==> config.mk <==
export PLATFORM = sky130hd
export DESIGN_NAME = mem_copy_engine_flat
export DESIGN_NICKNAME = d
export VERILOG_FILES = /design/src/rtl/mem_copy_if.sv /design/src/rtl/mem_copy_engine.sv /design/src/flat_wrapper.sv
export SDC_FILE = /design/constraint.sdc
export NUM_CORES = 1
export LEC_CHECK = 0
export ABC_AREA = 1
export BUFFER_PORTS_ARGS = -buffer_cell sky130_fd_sc_hd__buf_2
export CORE_MARGIN = 2
export CORE_UTILIZATION = 50
export CTS_CLUSTER_SIZE = 25
export DETAILED_ROUTE_END_ITERATION = 8
export PLACE_DENSITY = 0.78
export SLEW_MARGIN = 30
export SYNTH_ARGS = -nofsm -noshare
export SYNTH_HDL_FRONTEND = slang
export SYNTH_SLANG_ARGS = --single-unit
==> constraint.sdc <==
create_clock -name clk -period 4.35 [get_ports clk]
set_input_delay 0.6525 -clock clk [delete_from_list [all_inputs] [get_ports clk]]
set_output_delay 0.6525 -clock clk [all_outputs]
set_load 0.05 [all_outputs]
==> src/rtl/mem_copy_if.sv <==
// Control and memory-bus signals of the word copy engine.
//   master : engine side. Takes the copy request and read data, and drives status and the
//            memory address, write enable and write data.
//   slave  : environment side. Drives the request and RD, and observes everything else.
// Signals: start, src_addr, dst_addr, len (request); busy, done, err, words_done (status);
//          A, WE, WD, RD (single-port memory with combinational read).
interface mem_copy_if #(
   parameter int unsigned BUS_WIDTH = 32,
   parameter int unsigned LEN_WIDTH = 16
);
   logic                 start;
   logic [BUS_WIDTH-1:0] src_addr;
   logic [BUS_WIDTH-1:0] dst_addr;
   logic [LEN_WIDTH-1:0] len;
   logic                 busy;
   logic                 done;
   logic                 err;
   logic [LEN_WIDTH-1:0] words_done;
   logic [BUS_WIDTH-1:0] A;
   logic                 WE;
   logic [BUS_WIDTH-1:0] WD;
   logic [BUS_WIDTH-1:0] RD;

   modport master (
      input  start, src_addr, dst_addr, len, RD,
      output busy, done, err, words_done, A, WE, WD
   );

   modport slave (
      output start, src_addr, dst_addr, len, RD,
      input  busy, done, err, words_done, A, WE, WD
   );
endinterface

==> src/rtl/mem_copy_engine.sv <==
// Word-by-word memory copy engine. Each word costs one READ cycle, which fetches it from
// src_ptr, and one WRITE cycle, which stores it to dst_ptr. The copy runs in ascending
// address order.
// Ports:
//   clk   : clock, rising edge
//   rst_n : asynchronous active-low reset
//   bus   : mem_copy_if.master. Carries the request (start/src_addr/dst_addr/len), the status
//           (busy/done/err/words_done) and the memory port (A/WE/WD/RD).
module mem_copy_engine #(
   parameter int unsigned BUS_WIDTH = 32,
   parameter int unsigned LEN_WIDTH = 16,
   parameter int unsigned ADDR_INC  = 4
) (
   input  logic       clk,
   input  logic       rst_n,
   mem_copy_if.master bus
);

   typedef enum logic [1:0] {StIdle, StRead, StWrite, StDone} state_e;

   localparam logic [BUS_WIDTH-1:0] AddrInc = BUS_WIDTH'(ADDR_INC);
   localparam logic [LEN_WIDTH-1:0] LenOne  = LEN_WIDTH'(1);

   state_e               state_q, state_d;
   logic [BUS_WIDTH-1:0] src_ptr_q, src_ptr_d;
   logic [BUS_WIDTH-1:0] dst_ptr_q, dst_ptr_d;
   logic [LEN_WIDTH-1:0] remaining_q, remaining_d;
   logic [LEN_WIDTH-1:0] words_done_q, words_done_d;
   logic [BUS_WIDTH-1:0] data_q, data_d;
   logic [BUS_WIDTH-1:0] a_q, a_d;
   logic                 err_q, err_d;
   logic [BUS_WIDTH-1:0] a_out;
   logic                 misaligned;

   assign misaligned = ((bus.src_addr % AddrInc) != '0) || ((bus.dst_addr % AddrInc) != '0);

   always_comb begin
      state_d      = state_q;
      src_ptr_d    = src_ptr_q;
      dst_ptr_d    = dst_ptr_q;
      remaining_d  = remaining_q;
      words_done_d = words_done_q;
      data_d       = data_q;
      err_d        = err_q;
      // A holds the last driven address in IDLE and DONE.
      a_out        = a_q;

      unique case (state_q)
         StIdle: begin
            if (bus.start) begin
               src_ptr_d    = bus.src_addr;
               dst_ptr_d    = bus.dst_addr;
               remaining_d  = bus.len;
               words_done_d = '0;
               err_d        = 1'b0;
               // A zero length wins over misalignment, so it ends without err.
               if (bus.len == '0) begin
                  state_d = StDone;
               end else if (misaligned) begin
                  err_d   = 1'b1;
                  state_d = StDone;
               end else begin
                  state_d = StRead;
               end
            end
         end
         StRead: begin
            a_out     = src_ptr_q;
            data_d    = bus.RD;
            src_ptr_d = src_ptr_q + AddrInc;
            state_d   = StWrite;
         end
         StWrite: begin
            a_out        = dst_ptr_q;
            dst_ptr_d    = dst_ptr_q + AddrInc;
            remaining_d  = remaining_q - LenOne;
            words_done_d = words_done_q + LenOne;
            state_d      = (remaining_q == LenOne) ? StDone : StRead;
         end
         StDone: begin
            state_d = StIdle;
         end
         default: begin
            state_d = StIdle;
         end
      endcase

      a_d = a_out;
   end

   always_ff @(posedge clk or negedge rst_n) begin
      if (!rst_n) begin
         state_q      <= StIdle;
         src_ptr_q    <= '0;
         dst_ptr_q    <= '0;
         remaining_q  <= '0;
         words_done_q <= '0;
         data_q       <= '0;
         a_q          <= '0;
         err_q        <= 1'b0;
      end else begin
         state_q      <= state_d;
         src_ptr_q    <= src_ptr_d;
         dst_ptr_q    <= dst_ptr_d;
         remaining_q  <= remaining_d;
         words_done_q <= words_done_d;
         data_q       <= data_d;
         a_q          <= a_d;
         err_q        <= err_d;
      end
   end

   // All outputs decode from registered state, so an asynchronous reset clears WE at once.
   assign bus.A          = a_out;
   assign bus.WE         = (state_q == StWrite);
   assign bus.WD         = data_q;
   assign bus.busy       = (state_q != StIdle);
   assign bus.done       = (state_q == StDone);
   assign bus.err        = err_q;
   assign bus.words_done = words_done_q;

endmodule

==> src/flat_wrapper.sv <==
// flat-port wrapper written by rule: the top's interface ports become plain ports
module mem_copy_engine_flat 
#(
   parameter int unsigned BUS_WIDTH = 32,
   parameter int unsigned LEN_WIDTH = 16,
   parameter int unsigned ADDR_INC  = 4
)
  (clk, rst_n, bus_start, bus_src_addr, bus_dst_addr, bus_len, bus_RD, bus_busy, bus_done, bus_err, bus_words_done, bus_A, bus_WE, bus_WD);
  mem_copy_if #(.BUS_WIDTH(BUS_WIDTH), .LEN_WIDTH(LEN_WIDTH)) bus_i ();
  input  logic clk;
  input  logic rst_n;
  input wire logic [$bits(bus_i.start)-1:0] bus_start;
  input wire logic [$bits(bus_i.src_addr)-1:0] bus_src_addr;
  input wire logic [$bits(bus_i.dst_addr)-1:0] bus_dst_addr;
  input wire logic [$bits(bus_i.len)-1:0] bus_len;
  input wire logic [$bits(bus_i.RD)-1:0] bus_RD;
  output wire logic [$bits(bus_i.busy)-1:0] bus_busy;
  output wire logic [$bits(bus_i.done)-1:0] bus_done;
  output wire logic [$bits(bus_i.err)-1:0] bus_err;
  output wire logic [$bits(bus_i.words_done)-1:0] bus_words_done;
  output wire logic [$bits(bus_i.A)-1:0] bus_A;
  output wire logic [$bits(bus_i.WE)-1:0] bus_WE;
  output wire logic [$bits(bus_i.WD)-1:0] bus_WD;
  assign bus_i.start = bus_start;
  assign bus_i.src_addr = bus_src_addr;
  assign bus_i.dst_addr = bus_dst_addr;
  assign bus_i.len = bus_len;
  assign bus_i.RD = bus_RD;
  assign bus_busy = bus_i.busy;
  assign bus_done = bus_i.done;
  assign bus_err = bus_i.err;
  assign bus_words_done = bus_i.words_done;
  assign bus_A = bus_i.A;
  assign bus_WE = bus_i.WE;
  assign bus_WD = bus_i.WD;
  mem_copy_engine #(.BUS_WIDTH(BUS_WIDTH), .LEN_WIDTH(LEN_WIDTH), .ADDR_INC(ADDR_INC)) u_core (.clk(clk), .rst_n(rst_n), .bus(bus_i));
endmodule
### Word level (Yosys, flattened, before mapping)

Cells that the tools add are included.

| word-level totals | value |
|---|---|
| register bits | 163 |
| input port bits | 115 |
| output and inout port bits | 84 |
| word-level logic and storage cells | 44 |

| cells by class | value |
|---|---|
| add/sub/neg operators | 4 |
| eq/ne operators | 5 |
| mux-type cells | 16 |
| reductions and logical operators | 11 |

Operators by type and width:

| cell | number |
|---|---|
| 32-bit case mux with 2 select lines | 3 |
| 32-bit by 3-bit adder with 32-bit output (second input constant) | 2 |
| 32-bit 2-to-1 mux | 2 |
| 16-bit case mux with 2 select lines | 2 |
| 32-bit nonzero test | 2 |
| 16-bit 2-to-1 mux | 2 |
| 16-bit by 1-bit adder with 16-bit output (second input constant) | 1 |
| 16-bit by 1-bit equality test with 1-bit output (second input constant) | 1 |
| 16-bit zero test | 1 |
| 16-bit by 1-bit subtractor with 16-bit output (second input constant) | 1 |
| 2-bit 2-to-1 mux | 4 |
| 2-bit case mux with 4 select lines | 1 |
| 2-bit AND reduction | 3 |
| 2-bit nonzero test | 3 |
| 2-bit equality test (second input constant) | 2 |
| 2-bit by 1-bit equality test with 1-bit output (second input constant) | 1 |
| 2-bit zero test | 1 |
| 1-bit 2-to-1 mux | 2 |
| 2-bit inequality test (second input constant) | 1 |
| 1-bit logical OR | 1 |

### Longest topological paths before layout

Gate-level depths: netlist of run 1.

| logic depth | value |
|---|---|
| word-level depth | 6 |
| mapped depth | 12 |
| depth with buffers taken out | 12 |

### Worst setup path after synthesis of run 1

OpenSTA, ideal clock, no wires.

| timing | value |
|---|---|
| path kind | reg-to-output |
| start | register u_core.state_q[0] |
| end | output bus_A[1] |
| arrival time | 2.659 ns |
| required time | 3.697 ns |
| slack | 1.038 ns |
| cell stages (with the launch flop) | 8 |
| buffers on the path | 3 |
| cells stage by stage | dfrtp_1 -> inv_1 -> ha_1 -> buf_4 -> buf_2 -> buf_1 -> nand2_1 -> a31oi_1 |

| between the ends | value |
|---|---|
| longest elaborated chain between the ends | 2 |
| elaborated cells between the ends (all ways) | 3 |

RTL lines:

| element | RTL line | source |
|---|---|---|
| start: declaration | mem_copy_engine.sv:24 | `state_e state_q, state_d;` |
| start signal: assignment | mem_copy_engine.sv:93 | `state_q <= StIdle;` |
| start signal: assignment | mem_copy_engine.sv:102 | `state_q <= state_d;` |
| 2-bit equality test | -- |  |
| named net bus_WE | flat_wrapper.sv:22 | `output wire logic [$bits(bus_i.WE)-1:0] bus_WE;` |
| 32-bit case mux with 2 select lines | mem_copy_engine.sv:48 | `unique case (state_q)` |
| end: declaration | flat_wrapper.sv:21 | `output wire logic [$bits(bus_i.A)-1:0] bus_A;` |

The timed path passes the listed nets, and every way through them passes these cells.

### Worst setup path in the final report of run 1

| timing | value |
|---|---|
| start | register u_core.state_q[0] |
| end | output bus_A[21] |

| between the ends | value |
|---|---|
| longest elaborated chain between the ends | 2 |
| elaborated cells between the ends (all ways) | 3 |

RTL lines:

| element | RTL line |
|---|---|
| 2-bit equality test or 2-bit by 1-bit equality test with 1-bit output (tied branches) | mem_copy_engine.sv:48 |
| 32-bit case mux with 2 select lines * | mem_copy_engine.sv:48 |

Every way passes the cells marked *; elsewhere a longest branch is shown, timed or not.

==> impl_metrics.env, run 1 <==
export IMPL_grt_use_total_pct=27.2
export IMPL_final_cells=1719
export IMPL_start_util_pct=50.8
export IMPL_io_pins=199
export IMPL_cts_tree="built"
export IMPL_critPathLaunch="u_core.state_q[0]"
export IMPL_grt_pass1_vias=8793
export IMPL_grt_max_degree=99
export IMPL_r2r_start="u_core.state_q[0]"
export IMPL_synthSimpleGateAreaFrac_pct=36.4
export IMPL_gp_congestion=0.919
export IMPL_fill_cells=1710
export IMPL_dp_cells=1684
export IMPL_final_common_cell="nand2_1"
export IMPL_irDropWorstVdd_mv=0.526
export IMPL_core_area_sq_um=18600
export IMPL_p_sw_share_pct=56.7
export IMPL_placementRows=50
export IMPL_grt_setup_unrepaired="no"
export IMPL_syn_cell_area_sq_um=9470
export IMPL_synth_top_family_by_area="simple AND/OR/NAND/NOR gates"
export IMPL_yosys_warnings=0
export IMPL_cp_max_fo=39
export IMPL_dieArea_sq_um=20000
export IMPL_cts_max_level=4
export IMPL_rr_worst_depth=11
export IMPL_synth_fa_ha_area_share_pct=1.32
export IMPL_cts_repair_resized=0
export IMPL_fin_worst_skew_ps=11.7
export IMPL_final_cell_mix="471 x nand2_1, 197 x buf_2, 163 x dfrtp_1"
export IMPL_path_clk_slew_ps=80
export IMPL_drt_wl_total_um=26900
export IMPL_worst_pin_slew_ps=933
export IMPL_vias=9402
export IMPL_die_width_um=142
export IMPL_clock_latency_ps=440
export IMPL_ff2ff_setup_slack_ps=1430
export IMPL_hold_ws_ps=285
export IMPL_ys_ff_latch=163
export IMPL_grt_first_pass_wirelength_um=43600
export IMPL_chipHeight_um=142
export IMPL_clkSinkCount=163
export IMPL_dr_pass1_iters=5
export IMPL_worst_r2r_endpoint="u_core.bus.words_done[10]"
export IMPL_grt_overflow_total=0
export IMPL_cts_buffer_depth=2
export IMPL_finalPower_uw=10300
export IMPL_power_density_nw_per_um2=920
export IMPL_port_buffers=198
export IMPL_maxSlewHeadroom_pct=37.7
export IMPL_muxShareOfSynthArea_pct=0
export IMPL_endpoint="bus_A[21]"
export IMPL_fin_tns_setup_ps=0
export IMPL_fin_util_pct=60.1
export IMPL_p_int_uw=4470
export IMPL_syn_nets=1428
export IMPL_cts_made_buffers=17
export IMPL_synthCells=1303
export IMPL_nets=1594
export IMPL_drive_above_1_share_pct=20.5
export IMPL_cap_violations=0
export IMPL_cp_start_kind="flop"
export IMPL_required_ps=3700
export IMPL_dr_first_iter_drc_count=755
export IMPL_p_switching_uw=5840
export IMPL_cts_setup_buffers=0
export IMPL_drc_errors=0
export IMPL_synth_xor_area_share_pct=1.20
export IMPL_end_kind="output pin"
export IMPL_pwr_share_seq_pct=27.4
export IMPL_area_delta_synth_final_pct=18.3
export IMPL_finalCriticalPeriod_ps=3440
export IMPL_antenna_found_initial=3
export IMPL_period_share_pct=79.1
export IMPL_outcome="finished clean"
export IMPL_syn_area_per_cell_sq_um=7.26
export IMPL_hp_class="input pin to asynchronous set/reset pin"
export IMPL_vias_per_cell=5.47
export IMPL_max_freq_ghz=0.291
export IMPL_synth_cell_types=41
export IMPL_yosysSeqAreaShare_pct=43.1
export IMPL_hpwl_um=19200
export IMPL_p_leak_uw=0.00563
export IMPL_cts_root_buf="clkbuf_16"
export IMPL_hold_buffers=0
export IMPL_avgRoutedWirePerCell_um=15.6
export IMPL_critPathArrivalTime_ps=2790
export IMPL_setup_violations=0
export IMPL_drv_slew=0
export IMPL_power_frac_clock_pct=14.9
export IMPL_hold_viol_final=0
export IMPL_path_class="flop to output pin"
export IMPL_p_comb_share_pct=57.8
export IMPL_postRouteAntennaNets=0
export IMPL_synth_compound_area_share_pct=11.2
-- final cells by class --
| cell class | instances | area, sq um | share of cell area, % |
|---|---|---|---|
| diodes | 3 | 7.51 | 0.0670 |
| multi-input cells | 978 | 4760 | 42.5 |
| clock buffers | 17 | 425 | 3.80 |
| well taps | 234 | 293 | 2.61 |
| flip-flops and latches | 163 | 4080 | 36.4 |
| repair buffers | 206 | 1070 | 9.57 |
| inverters | 103 | 387 | 3.45 |
| clock inverters | 15 | 174 | 1.55 |
-- sequential cells by signal, summed over array words and instances (netlist names) --
signal	flops
u_core.dst_ptr_q	32
u_core.src_ptr_q	32
u_core.a_q	32
u_core.bus.err	1
u_core.bus.WD	32
u_core.bus.words_done	16
u_core.remaining_q	16
u_core.state_q	2
-- kinds of logic after synthesis --
group                    Yosys count
adder cells (fa/ha/maj)           10
AO/OA/AOI/OAI                    175
AND/OR/NAND/NOR                  780
flip-flops                       163
XOR/XNOR                          13
buffers and inverters            162
-- routing by layer --
layer	GRT usage (%)	share of wire, %
met5	0	0
met4	13.6	4.1
met3	5.10	6.3
met2	43.5	47
met1	35.5	43
-- worst min path at each step --
| stage | start | endpoint | slack [ps] | cells after the start |
|---|---|---|---|---|
| 2_1_floorplan | rst_n | u_core.a_q[0] | 360 | 0 |
| 3_3_place_gp | u_core.bus.WD[24] | u_core.bus.WD[24] | 450 | 2 |
| 3_5_place_dp | u_core.bus.WD[2] | u_core.bus.WD[2] | 450 | 2 |
| 4_1_cts | rst_n | u_core.src_ptr_q[6] | 360 | 1 |
| 5_1_grt | rst_n | u_core.src_ptr_q[6] | 370 | 1 |
| 6_report | rst_n | u_core.src_ptr_q[5] | 290 | 1 |
-- critical path, cell delays in order, from the launching register on --
cell and delay, ps:
dfrtp_1 420, inv_1 140, ha_2 790, buf_4 380, nor2_1 80, a31oi_1 210
buf_2 310
-- Yosys cell counts (all sizes together) --
cell / instances / area (sq um)
a31oi: 40 / 250
a21boi: 21 / 158
nor3b: 1 / 12.5
a22o: 1 / 8.76
nor2: 148 / 671
inv: 102 / 383
nand3: 82 / 473
clkbuf: 22 / 82.6
nand4: 39 / 250
xor2: 10 / 87.6
o31ai: 1 / 7.51
nor4: 2 / 12.5
o221ai: 1 / 8.76
a22oi: 3 / 22.5
o211ai: 16 / 120
o22ai: 6 / 37.5
nor3: 22 / 153
xnor2: 3 / 26.3
a31o: 2 / 17.5
buf: 37 / 180
a21oi: 19 / 95.1
dfrtp: 163 / 4080
clkinv: 1 / 3.75
ha: 10 / 125
nand3b: 6 / 45.0
o21a: 1 / 7.51
o21ai: 63 / 315
nand2: 480 / 1820
o32ai: 1 / 8.76
-- power by group through the flow --
stage                     Combinational [uW]  Sequential (uW)  Clock [uW]
after global placement                  5820             2810           0
final                                   5950             2820        1530
after global routing                    6490             2910        1610
after floorplan                         4110             3250           0
after detailed placement                5930             2810           0
after CTS                               5950             2810        1550
-- per-stage QoR --
step	setup WS (ps)	area (sq um)
after floorplan	1040	9470
after global placement	1490	10600
after detailed placement	1410	10600
after CTS	934	11200
after global routing	738	11200
final	910	11200
Note: power is estimated with default switching activity, not from simulation.
==> run 2: changes to the inputs <==
clock period = 3.4 ns   (was 4.35 ns; I/O delays follow)
==> impl_metrics.env, run 2 (synthesis gave the netlist of run 1 again) <==
export IMPL_ff2ff_setup_slack_ps=460
export IMPL_vias=9405
export IMPL_grt_overflow_total=0
export IMPL_drc_errors=0
export IMPL_worst_r2r_endpoint="u_core.src_ptr_q[23]"
export IMPL_use_met1_pct=34.7
export IMPL_clkSinkCount=163
export IMPL_hp_class="input pin to asynchronous set/reset pin"
export IMPL_outcome="finished clean"
export IMPL_met2_usage_pct=43.6
export IMPL_gp_congestion=0.963
export IMPL_final_cell_mix="471 x nand2_1, 197 x buf_2, 163 x dfrtp_1"
export IMPL_postRouteAntennaNets=0
export IMPL_drv_slew=0
export IMPL_grt_first_pass_wirelength_um=42300
export IMPL_cts_tree="built"
export IMPL_worst_pin_slew_ps=950
export IMPL_fin_worst_skew_ps=10.4
export IMPL_dr_pass1_iters=5
export IMPL_clock_latency_ps=450
export IMPL_power_density_nw_per_um2=1180
export IMPL_vias_per_cell=5.46
export IMPL_grt_pass1_vias=8489
export IMPL_grt_max_degree=78
export IMPL_cp_max_fo=69
export IMPL_grt_setup_unrepaired="no"
export IMPL_max_freq_ghz=0.318
export IMPL_grt_use_total_pct=26.5
export IMPL_hold_buffers=0
export IMPL_hold_viol_final=0
export IMPL_path_class="flop to output pin"
export IMPL_cts_setup_buffers=0
export IMPL_irDropWorstVdd_mv=0.697
export IMPL_area_delta_synth_final_pct=19.0
export IMPL_die_width_um=142
export IMPL_end_kind="output pin"
export IMPL_critPathLaunch="u_core.state_q[1]"
export IMPL_io_pins=199
export IMPL_cp_start_kind="flop"
export IMPL_grt_util_met3_pct=4.59
export IMPL_critPathArrivalTime_ps=2630
export IMPL_dpl_cell_area_sq_um=10700
export IMPL_core_area_sq_um=18600
export IMPL_grt_busiest_layer="met2"
export IMPL_slowest_delay_ps=630
export IMPL_r2r_start="u_core.state_q[1]"
export IMPL_cts_buffer_depth=2
export IMPL_finalCriticalPeriod_ps=3140
export IMPL_drive_above_1_share_pct=20.7
export IMPL_antenna_found_initial=1
export IMPL_chipHeight_um=142
export IMPL_hpwl_um=18900
export IMPL_final_common_cell="nand2_1"
export IMPL_cts_root_buf="clkbuf_16"
export IMPL_period_share_pct=92.4
export IMPL_dieArea_sq_um=20000
export IMPL_cts_max_level=4
export IMPL_cts_made_buffers=17
export IMPL_cp_top_family="buffers and inverters"
export IMPL_required_ps=2890
export IMPL_finish_instance_area_sq_um=11300
export IMPL_setup_violations=0
export IMPL_p_leak_uw=0.00567
export IMPL_dr_first_iter_drc_count=767
export IMPL_fin_tns_setup_ps=0
export IMPL_port_buffers=198
export IMPL_path_cells="inv_1 -> ha_4 -> buf_4 -> nand2_1 -> a31oi_1 -> buf_2"
export IMPL_placementRows=50
export IMPL_cts_repair_resized=0
export IMPL_hold_ws_ps=75.0
export IMPL_maxSlewHeadroom_pct=36.6
export IMPL_start_util_pct=50.8
export IMPL_cap_violations=0
export IMPL_crit_buf_inv=3
export IMPL_nets=1599
export IMPL_rr_worst_depth=9
export IMPL_path_clk_slew_ps=70
export IMPL_slowest_stage="ha_4"
export IMPL_avgRoutedWirePerCell_um=15.4
export IMPL_drt_wl_total_um=26500
export IMPL_finalPower_uw=13300
-- run 2: cell types whose count changed in the layout (fill, tap and decap cells not counted), moves of 2 or more --
cell     previous run  this run
inv_8               2         9
inv_6               6         0
diode_2             3         1
buf_4               7        10
buf_12              1         3
-- run 2: power breakdown --
group / switching, uW / internal (uW) / leakage (uW) / total [uW]
Sequential: 753 / 2860 / 0.00202 / 3610
Clock: 960 / 1000 / 0.000297 / 1960
Combinational: 5780 / 1930 / 0.00336 / 7720
Total: 7500 / 5790 / 0.00567 / 13300
-- run 2: stage by stage --
step / std cells / setup WS (ps) / utilization (%)
final: 1722 / 258 / 60.4
after global placement: 1689 / 600 / 57.2
after floorplan: 1303 / 231 / -
after CTS: 1721 / 246 / 60.4
after global routing: 1721 / 82.5 / 60.4
after detailed placement: 1689 / 502 / 57.2
-- run 2: how the worst max path moves through the flow --
stage	to	cells after the start
6_report	bus_A[25]	6
5_1_grt	bus_A[25]	6
3_5_place_dp	u_core.src_ptr_q[23]	9
3_3_place_gp	u_core.src_ptr_q[18]	9
4_1_cts	bus_A[25]	6
2_1_floorplan	bus_A[1]	7
-- run 2: metal layers --
metal / share of wire [%] / up-vias
met3: 6.3 / 49
met2: 48 / 323
li1: - / 4597
met5: 0.053 / -
met4: 3.1 / 2
met1: 42 / 4434
-- run 2: final cells by class --
cell class | instances | area, sq um
fillers | 1690 | 7380
multi-input cells | 978 | 4760
flip-flops and latches | 163 | 4080
repair buffers | 211 | 1130
clock buffers | 17 | 425
inverters | 103 | 387
well taps | 234 | 293
clock inverters | 15 | 176
diodes | 1 | 2.50
==> run 3: changes to the inputs <==
CELL_PAD_IN_SITES_DETAIL_PLACEMENT = 2   (was unset)
CELL_PAD_IN_SITES_GLOBAL_PLACEMENT = 2   (was unset)
CORE_UTILIZATION = 31   (was 50)
PLACE_DENSITY = 0.85   (was 0.78)
==> impl_metrics.env, run 3 (synthesis gave the netlist of run 1 again) <==
export IMPL_outcome="finished clean"
export IMPL_cp_top_family="buffers and inverters"
export IMPL_cts_made_buffers=17
export IMPL_final_cell_mix="471 x nand2_1, 197 x buf_2, 163 x dfrtp_1"
export IMPL_clkSinkCount=163
export IMPL_fin_tns_setup_ps=0
export IMPL_start_util_pct=31.7
export IMPL_fin_worst_skew_ps=12.1
export IMPL_drt_wl_total_um=37700
export IMPL_path_cells="inv_1 -> ha_2 -> buf_12 -> nor2_1 -> a31oi_1 -> buf_2"
export IMPL_fill_cells=3616
export IMPL_io_pins=199
export IMPL_path_clk_slew_ps=80
export IMPL_gp_congestion=0.809
export IMPL_dieArea_sq_um=31900
export IMPL_placementRows=63
export IMPL_end_kind="output pin"
export IMPL_multi_input_area_sq_um=4760
export IMPL_cap_violations=0
export IMPL_ff2ff_setup_slack_ps=670
export IMPL_path_class="flop to output pin"
export IMPL_avgRoutedWirePerCell_um=20.0
export IMPL_drive_above_1_share_pct=20.9
export IMPL_hold_viol_final=0
export IMPL_core_area_sq_um=29900
export IMPL_slowest_stage="ha_2"
export IMPL_nets=1602
export IMPL_cts_tree="built"
export IMPL_hpwl_um=27300
export IMPL_power_density_nw_per_um2=1210
export IMPL_finalPower_uw=13900
export IMPL_hp_class="input pin to asynchronous set/reset pin"
export IMPL_chipHeight_um=179
export IMPL_grt_pass1_vias=10700
export IMPL_maxSlewHeadroom_pct=50.2
export IMPL_antenna_found_initial=2
export IMPL_r2r_start="u_core.state_q[1]"
export IMPL_max_freq_ghz=0.316
export IMPL_cp_start_kind="flop"
export IMPL_rr_worst_depth=9
export IMPL_seq_area_sq_um=4080
export IMPL_area_delta_synth_final_pct=21.8
export IMPL_critPathArrivalTime_ps=2650
export IMPL_port_buffers=198
export IMPL_hold_buffers=0
export IMPL_vias=9771
export IMPL_p_leak_uw=0.00569
export IMPL_cts_max_level=4
export IMPL_setup_violations=0
export IMPL_cts_buffer_depth=2
export IMPL_cts_repair_resized=0
export IMPL_slowest_delay_ps=730
export IMPL_cts_setup_buffers=0
export IMPL_cts_root_buf="clkbuf_16"
export IMPL_period_share_pct=93.0
export IMPL_grt_max_degree=67
export IMPL_hold_ws_ps=43.5
export IMPL_worstSetupPathDepth=6
export IMPL_postRouteAntennaNets=0
export IMPL_critPathLaunch="u_core.state_q[0]"
export IMPL_drc_errors=0
export IMPL_grt_setup_unrepaired="no"
export IMPL_cp_max_fo=35
export IMPL_grt_use_total_pct=24.2
export IMPL_vias_per_cell=5.19
export IMPL_grt_overflow_total=0
export IMPL_finalCriticalPeriod_ps=3160
export IMPL_required_ps=2890
export IMPL_final_common_cell="nand2_1"
export IMPL_die_width_um=179
export IMPL_worst_pin_slew_ps=746
export IMPL_irDropWorstVdd_mv=0.576
export IMPL_grt_first_pass_wirelength_um=59700
export IMPL_drv_slew=0
export IMPL_fin_util_pct=38.6
export IMPL_clock_latency_ps=450
export IMPL_dr_first_iter_drc_count=447
export IMPL_dr_pass1_iters=4
export IMPL_crit_buf_inv=3
## run 3: cell count changes in the layout (fill, tap and decap cells not counted), sizes merged
cell,previous run,this run
clkinv,7,11
clkinvlp,0,1
diode,1,3
inv,111,106
buf,211,214
## run 3: metal layers
| metal | share of wire [%] | wire, um | global-route usage [%] |
|---|---|---|---|
| met3 | 3.9 | 1460 | 4.28 |
| met5 | 0 | 0 | 0 |
| met2 | 51 | 19300 | 42.5 |
| met1 | 42 | 15900 | 29.6 |
| met4 | 2.8 | 1060 | 8.74 |
## run 3: worst register-to-register path: cells and delay by family (launching register included)
kind | cells | cell delay, ps
flip-flops | 1 | 430
buffers and inverters | 4 | 1110
AND/OR/NAND/NOR | 2 | 240
adder cells (fa/ha/maj) | 1 | 410
AO/OA/AOI/OAI | 2 | 460
## run 3: layout make-up
cell class	count	share of cell area, %
multi-input cells	978	41.3
flip-flops and latches	163	35.4
repair buffers	214	10.2
well taps	390	4.23
clock buffers	17	3.69
inverters	103	3.35
clock inverters	15	1.69
diodes	3	0.0651
## run 3: final timing paths
check	to
worst max-delay path	bus_A[15]
worst min-delay path	u_core.remaining_q[8]
worst max register to register	u_core.src_ptr_q[4]
worst min register to register	u_core.bus.WD[25]
max in group asynchronous	u_core.bus.err
min in group clk	u_core.bus.WD[31]
## run 3: power by group
part	leakage (uW)	switching (uW)	total [uW]	internal, uW
registers	0.00202	821	3680	2860
clock network	0.000294	1020	2030	1000
logic	0.00338	6260	8240	1970
## run 3: stage by stage
stage,cells,cell area [sq um],worst slack [ps]
5_1_grt,1881,11500,58.8
2_1_floorplan,1303,9470,231
3_3_place_gp,1848,10900,848
3_5_place_dp,1848,10900,705
6_report,1883,11500,238
4_1_cts,1880,11500,203
